<file path="src/rtl/chunked_addsub.sv">
// chunked_addsub
//   Multi-cycle WIDTH-bit add/subtract unit. Processes CHUNK bits per clock,
//   LSB chunk first, and publishes the registered result and flags on the
//   final chunk edge together with a one-cycle done pulse.
//
// Parameters
//   WIDTH  operand/result width (>= 2)
//   CHUNK  bits per cycle; must divide WIDTH. N = WIDTH/CHUNK compute cycles.
//
// Ports
//   i_clk        clock, rising edge
//   i_rst        synchronous active-high reset
//   i_start      request, accepted only while o_busy = 0
//   i_sub        0: A+B, 1: A-B (sampled with start)
//   i_acc        1: use current o_sum as A (sampled with start)
//   i_a, i_b     operands (sampled with start)
//   o_busy       high while chunks are being processed
//   o_done       single-cycle pulse when the result is updated
//   o_sum        wrap-around result
//   o_carry      carry out of MSB (subtract: 1 = no borrow)
//   o_overflow   signed overflow
module chunked_addsub #(
    parameter int WIDTH = 6,
    parameter int CHUNK = 2
) (
    input  logic             i_clk,
    input  logic             i_rst,
    input  logic             i_start,
    input  logic             i_sub,
    input  logic             i_acc,
    input  logic [WIDTH-1:0] i_a,
    input  logic [WIDTH-1:0] i_b,
    output logic             o_busy,
    output logic             o_done,
    output logic [WIDTH-1:0] o_sum,
    output logic             o_carry,
    output logic             o_overflow
);

    localparam int N  = WIDTH / CHUNK;
    localparam int CW = (N > 1) ? $clog2(N) : 1;
    localparam logic [CW-1:0] LAST = CW'(N - 1);

    typedef enum logic {IDLE = 1'b0, RUN = 1'b1} state_t;

    state_t           r_state;
    logic [WIDTH-1:0] r_opa;
    logic [WIDTH-1:0] r_opb;
    logic [WIDTH-1:0] r_part;
    logic             r_cy;
    logic [CW-1:0]    r_cnt;

    // Operands shift right one chunk per cycle, so the live chunk is always
    // the low CHUNK bits; no variable part-select mux is needed.
    logic [CHUNK-1:0] w_a_chunk;
    logic [CHUNK-1:0] w_b_chunk;
    logic [CHUNK:0]   w_csum;
    logic [WIDTH-1:0] w_part_next;
    logic             w_cin_msb;

    assign w_a_chunk = r_opa[CHUNK-1:0];
    assign w_b_chunk = r_opb[CHUNK-1:0];
    assign w_csum    = {1'b0, w_a_chunk} + {1'b0, w_b_chunk} + {{CHUNK{1'b0}}, r_cy};

    // Carry into the top bit of this chunk, recovered from the sum bit.
    // On the last chunk this is the carry into the result MSB.
    assign w_cin_msb = w_a_chunk[CHUNK-1] ^ w_b_chunk[CHUNK-1] ^ w_csum[CHUNK-1];

    // Partial result fills from the top; after N shifts it is fully aligned.
    generate
        if (CHUNK == WIDTH) begin : g_single
            logic w_unused_part;
            assign w_unused_part = ^r_part;
            assign w_part_next   = w_csum[CHUNK-1:0];
        end else begin : g_multi
            assign w_part_next = {w_csum[CHUNK-1:0], r_part[WIDTH-1:CHUNK]};
        end
    endgenerate

    always_ff @(posedge i_clk) begin
        if (i_rst) begin
            r_state    <= IDLE;
            r_opa      <= '0;
            r_opb      <= '0;
            r_part     <= '0;
            r_cy       <= 1'b0;
            r_cnt      <= '0;
            o_busy     <= 1'b0;
            o_done     <= 1'b0;
            o_sum      <= '0;
            o_carry    <= 1'b0;
            o_overflow <= 1'b0;
        end else begin
            o_done <= 1'b0;
            case (r_state)
                IDLE: begin
                    if (i_start) begin
                        r_opa   <= i_acc ? o_sum : i_a;
                        r_opb   <= i_sub ? ~i_b : i_b;
                        r_cy    <= i_sub;
                        r_cnt   <= '0;
                        r_state <= RUN;
                        o_busy  <= 1'b1;
                    end
                end
                RUN: begin
                    r_opa  <= r_opa >> CHUNK;
                    r_opb  <= r_opb >> CHUNK;
                    r_part <= w_part_next;
                    r_cy   <= w_csum[CHUNK];
                    r_cnt  <= r_cnt + 1'b1;
                    if (r_cnt == LAST) begin
                        o_sum      <= w_part_next;
                        o_carry    <= w_csum[CHUNK];
                        o_overflow <= w_cin_msb ^ w_csum[CHUNK];
                        o_done     <= 1'b1;
                        o_busy     <= 1'b0;
                        r_cnt      <= '0;
                        r_state    <= IDLE;
                    end
                end
                default: r_state <= IDLE;
            endcase
        end
    end

endmodule

</file>
<file path="config.mk">
export PLATFORM = sky130hd
export DESIGN_NAME = chunked_addsub
export DESIGN_NICKNAME = d
export VERILOG_FILES = /design/src/rtl/chunked_addsub.sv
export SDC_FILE = /design/constraint.sdc
export NUM_CORES = 1
export LEC_CHECK = 0
export CAP_MARGIN = 20
export CORE_ASPECT_RATIO = 1.1
export CORE_UTILIZATION = 30
export CTS_CLUSTER_DIAMETER = 80
export CTS_CLUSTER_SIZE = 20
export DETAILED_ROUTE_END_ITERATION = 8
export GPL_ROUTABILITY_DRIVEN = 0
export SETUP_SLACK_MARGIN = 0.02
export SLEW_MARGIN = 20
export SYNTH_ARGS = -nofsm -noshare
export SYNTH_HDL_FRONTEND = slang
export SYNTH_SLANG_ARGS = --single-unit
export TNS_END_PERCENT = 30
</file>
<file path="constraint.sdc">
create_clock -name i_clk -period 1.91 [get_ports i_clk]
set_clock_uncertainty 0.05 [all_clocks]
set_input_delay 0.2865 -clock i_clk [delete_from_list [all_inputs] [get_ports i_clk]]
set_output_delay 0.2865 -clock i_clk [all_outputs]
set_load 0.1 [all_outputs]
</file>
==> reports/results.txt <==
Worst-margin pin slew: 0.395 ns
CP max FO: 2
Height of the die: 71.6 um
Number of diodes: 0
Site Rows: 24
Worst path max stage delay: 0.50 ns
Net count after synthesis: 153
Xor/xnor share of the synthesized area: 5.31%
Drt initial violations: 23
Leakage: 0.680 nW
Adder-cell share of the synthesized area: 3.98%
DRT Pass-1 Iters: 4
Ys Warns: 0
Slew Limit Headroom: 73.6%
Synthesized area per cell: 9.92 sq um
Clock sink count: 30
Chip Width: 65.2 um
CP arrival: 1.98 ns
Grt total ovfl: 0
Seq pwr share: 49.4%
Simple-gate share of the synthesized area: 11.1%
Vias/cell: 4.76
VDD IR max: 0.366 mV
Max Clock Freq: 0.539 GHz
Root Driver: clkbuf_8
Status: completed
Reg clk slew, reported paths: 0.06 ns
Post-Route Utilization: 42.1%
TritonCTS clock tree: done
Commonest non-fill, non-tap cell in the layout: dfxtp_1
Worst EP required: 2.03 ns
Final antenna-violating net count: 0
PortBufs: 26
Buf/Inv on CP: 1
Cell Area, Placed: 0.00162 sq mm
Vias in the first global route: 991
Worst skew pair latency: 0.28 ns
Yosys cell types: 29
Fin crit share: 97.2%
I/O pin count: 27
Fin crit period: 1.86 ns
Final setup fails: 0
Mapped Cells: 133
Pin count of the biggest net entering global routing: 25
Initial Utilization: 32.3%
Clk pwr share: 33.6%
Critical path class: reg -> reg
Share of cells above drive strength 1: 20.2%
Post-synthesis mux area share: 9.10%
Hold Path Class: reg -> reg
Area growth syn-to-layout: 30.3%
Die area: 0.00467 sq mm
Final #Nets: 183
DP Worst Slack: -0.0259 ns
Gate power share: 17.0%
Worst path top cell family by delay: adder cells
Max clock buf depth: 2
RSZ-0062 raised after global routing: yes
Slowest-stage cell, CP: fa_1
Sequential share of the synthesized area: 45.5%
Synth Area in Compound Gates: 18.2%
CP Cell Sequence: inv_2 > fa_2 > fa_1 > xnor2_2 > xnor2_1 > a22o_1
Core ar.: 0.00408 sq mm
Max Cap Viol: 0
First-pass GRT wire length: 4.76 mm
Crit path capture type: flop
Total CTS buffers: 5
Via count: 1023
Gr usage total: 14.1%
FILL cells: 423
Sw Share: 25.6%
Most frequent cells in the layout: 28 x dfxtp_1, 16 x clkdlybuf4s50_1, 16 x buf_4, 13 x nor2_1, 12 x mux2i_1
Detailed placement HPWL: 1.92 mm
Final worst slack: 0.0544 ns
DRT Wirelength: 2.82 mm
Final Hold Viols: 0
DRC viols: 0
Mapped cell area: 0.00132 sq mm
H-tree depth: 2
DR WL/cell: 13.1 um
Synth Register Bits: 30
Crit start category: flop
Sw power: 352 uW
Cell internal pwr: 1.03 mW
Slew Limit Fails: 0
Setup TNS: 0 ns
Largest family of logic cells by synthesized area: compound AO/OA/AOI/OAI gates
Fin area: 0.00172 sq mm
Initial antenna violation count: 0
PD cells: 802 mW/mm^2
==> layout make-up <==
type / count / area [sq um] / area share [%]
inverters: 7 / 31.3 / 1.82
repair buffers: 33 / 300 / 17.5
multi-input cells: 86 / 644 / 37.5
well taps: 52 / 65.1 / 3.78
flip-flops and latches: 30 / 603 / 35.1
clock buffers: 7 / 76.3 / 4.44
==> power groups by stage <==
stage               Clock (mW)  Sequential, mW  Combinational, mW
finish                   0.464           0.681              0.234
global route             0.520           0.684              0.255
CTS                      0.485           0.681              0.233
detailed placement           0           0.693              0.220
global placement             0           0.691              0.214
floorplan                    0           0.703              0.135
==> per-stage QoR <==
stage | power [mW] | std cells | hold slack, ns
2_1_floorplan | 0.837 | 133 | 0.382
3_3_place_gp | 0.905 | 207 | 0.392
3_5_place_dp | 0.913 | 207 | 0.399
4_1_cts | 1.40 | 215 | 0.407
5_1_grt | 1.46 | 215 | 0.421
6_report | 1.38 | 215 | 0.413
==> worst reg2reg max path, cell delays in order, from the launching register on <==
cell and delay (ns):
dfxtp_2 0.33, inv_2 0.04, fa_2 0.37, fa_1 0.50
xnor2_2 0.17, xnor2_1 0.13, a22o_1 0.17
==> flip-flops by register name, summed over array words and instances, names as in the netlist <==
signal      cells
r_part          4
r_cnt           2
o_busy          1
o_carry         1
r_opb           6
r_opa           6
o_sum           6
r_state         1
o_done          1
o_overflow      1
r_cy            1
==> cells in the mapped netlist, drive strengths merged <==
master | number | area (sq um)
o2bb2ai | 3 | 26.3
a211o | 4 | 35.0
clkinv | 1 | 8.76
clkbuf | 2 | 7.51
dfxtp | 30 | 601
xor2 | 4 | 35.0
nor2b | 3 | 18.8
a31oi | 1 | 12.5
nand3b | 1 | 7.51
nor2 | 14 | 55.1
nand2 | 10 | 40.0
a22o | 5 | 43.8
buf | 8 | 51.3
a21oi | 6 | 30.0
nor3b | 1 | 7.51
o21a | 1 | 7.51
fa | 2 | 40.0
ha | 1 | 12.5
a211oi | 8 | 60.1
or3 | 1 | 11.3
inv | 6 | 22.5
xnor2 | 4 | 35.0
mux2i | 12 | 120
o22ai | 4 | 25.0
or2 | 1 | 6.26
==> repair_timing <==
item / in CTS / in global routing
pin swaps: 5 / 4
setup endpoints to repair: 1 / 2
hold buffers: 0 / 0
resized for setup: 5 / 1
setup buffers: 1 / 0
==> logic make-up (layout without fill, tap and decap cells) <==
group	Yosys count	in the layout
XOR/XNOR	8	8
buffers and inverters	17	47
multiplexers	12	12
AO/OA/AOI/OAI	32	32
flip-flops	30	30
AND/OR/NAND/NOR	31	31
adder cells (fa/ha/maj)	3	3
==> routing by layer <==
metal | track usage [%] | up-vias | share of wire [%]
li1 | - | 519 | -
met1 | 17.1 | 478 | 47
met3 | 5.41 | 5 | 4.9
met4 | 7.25 | 0 | 2.2
met2 | 21.4 | 21 | 45
met5 | 0 | - | 0
==> worst paths after layout <==
path / cells after the start / end / slack, ns / startpoint
min: 2 / r_opa[2] / 0.41 / r_opa[4]
max: 6 / o_overflow / 0.05 / r_cy
max reg2reg: 6 / o_overflow / 0.05 / r_cy
min reg2reg: 2 / r_opa[2] / 0.41 / r_opa[4]
No activity file was read; power rests on OpenSTA's default activity.
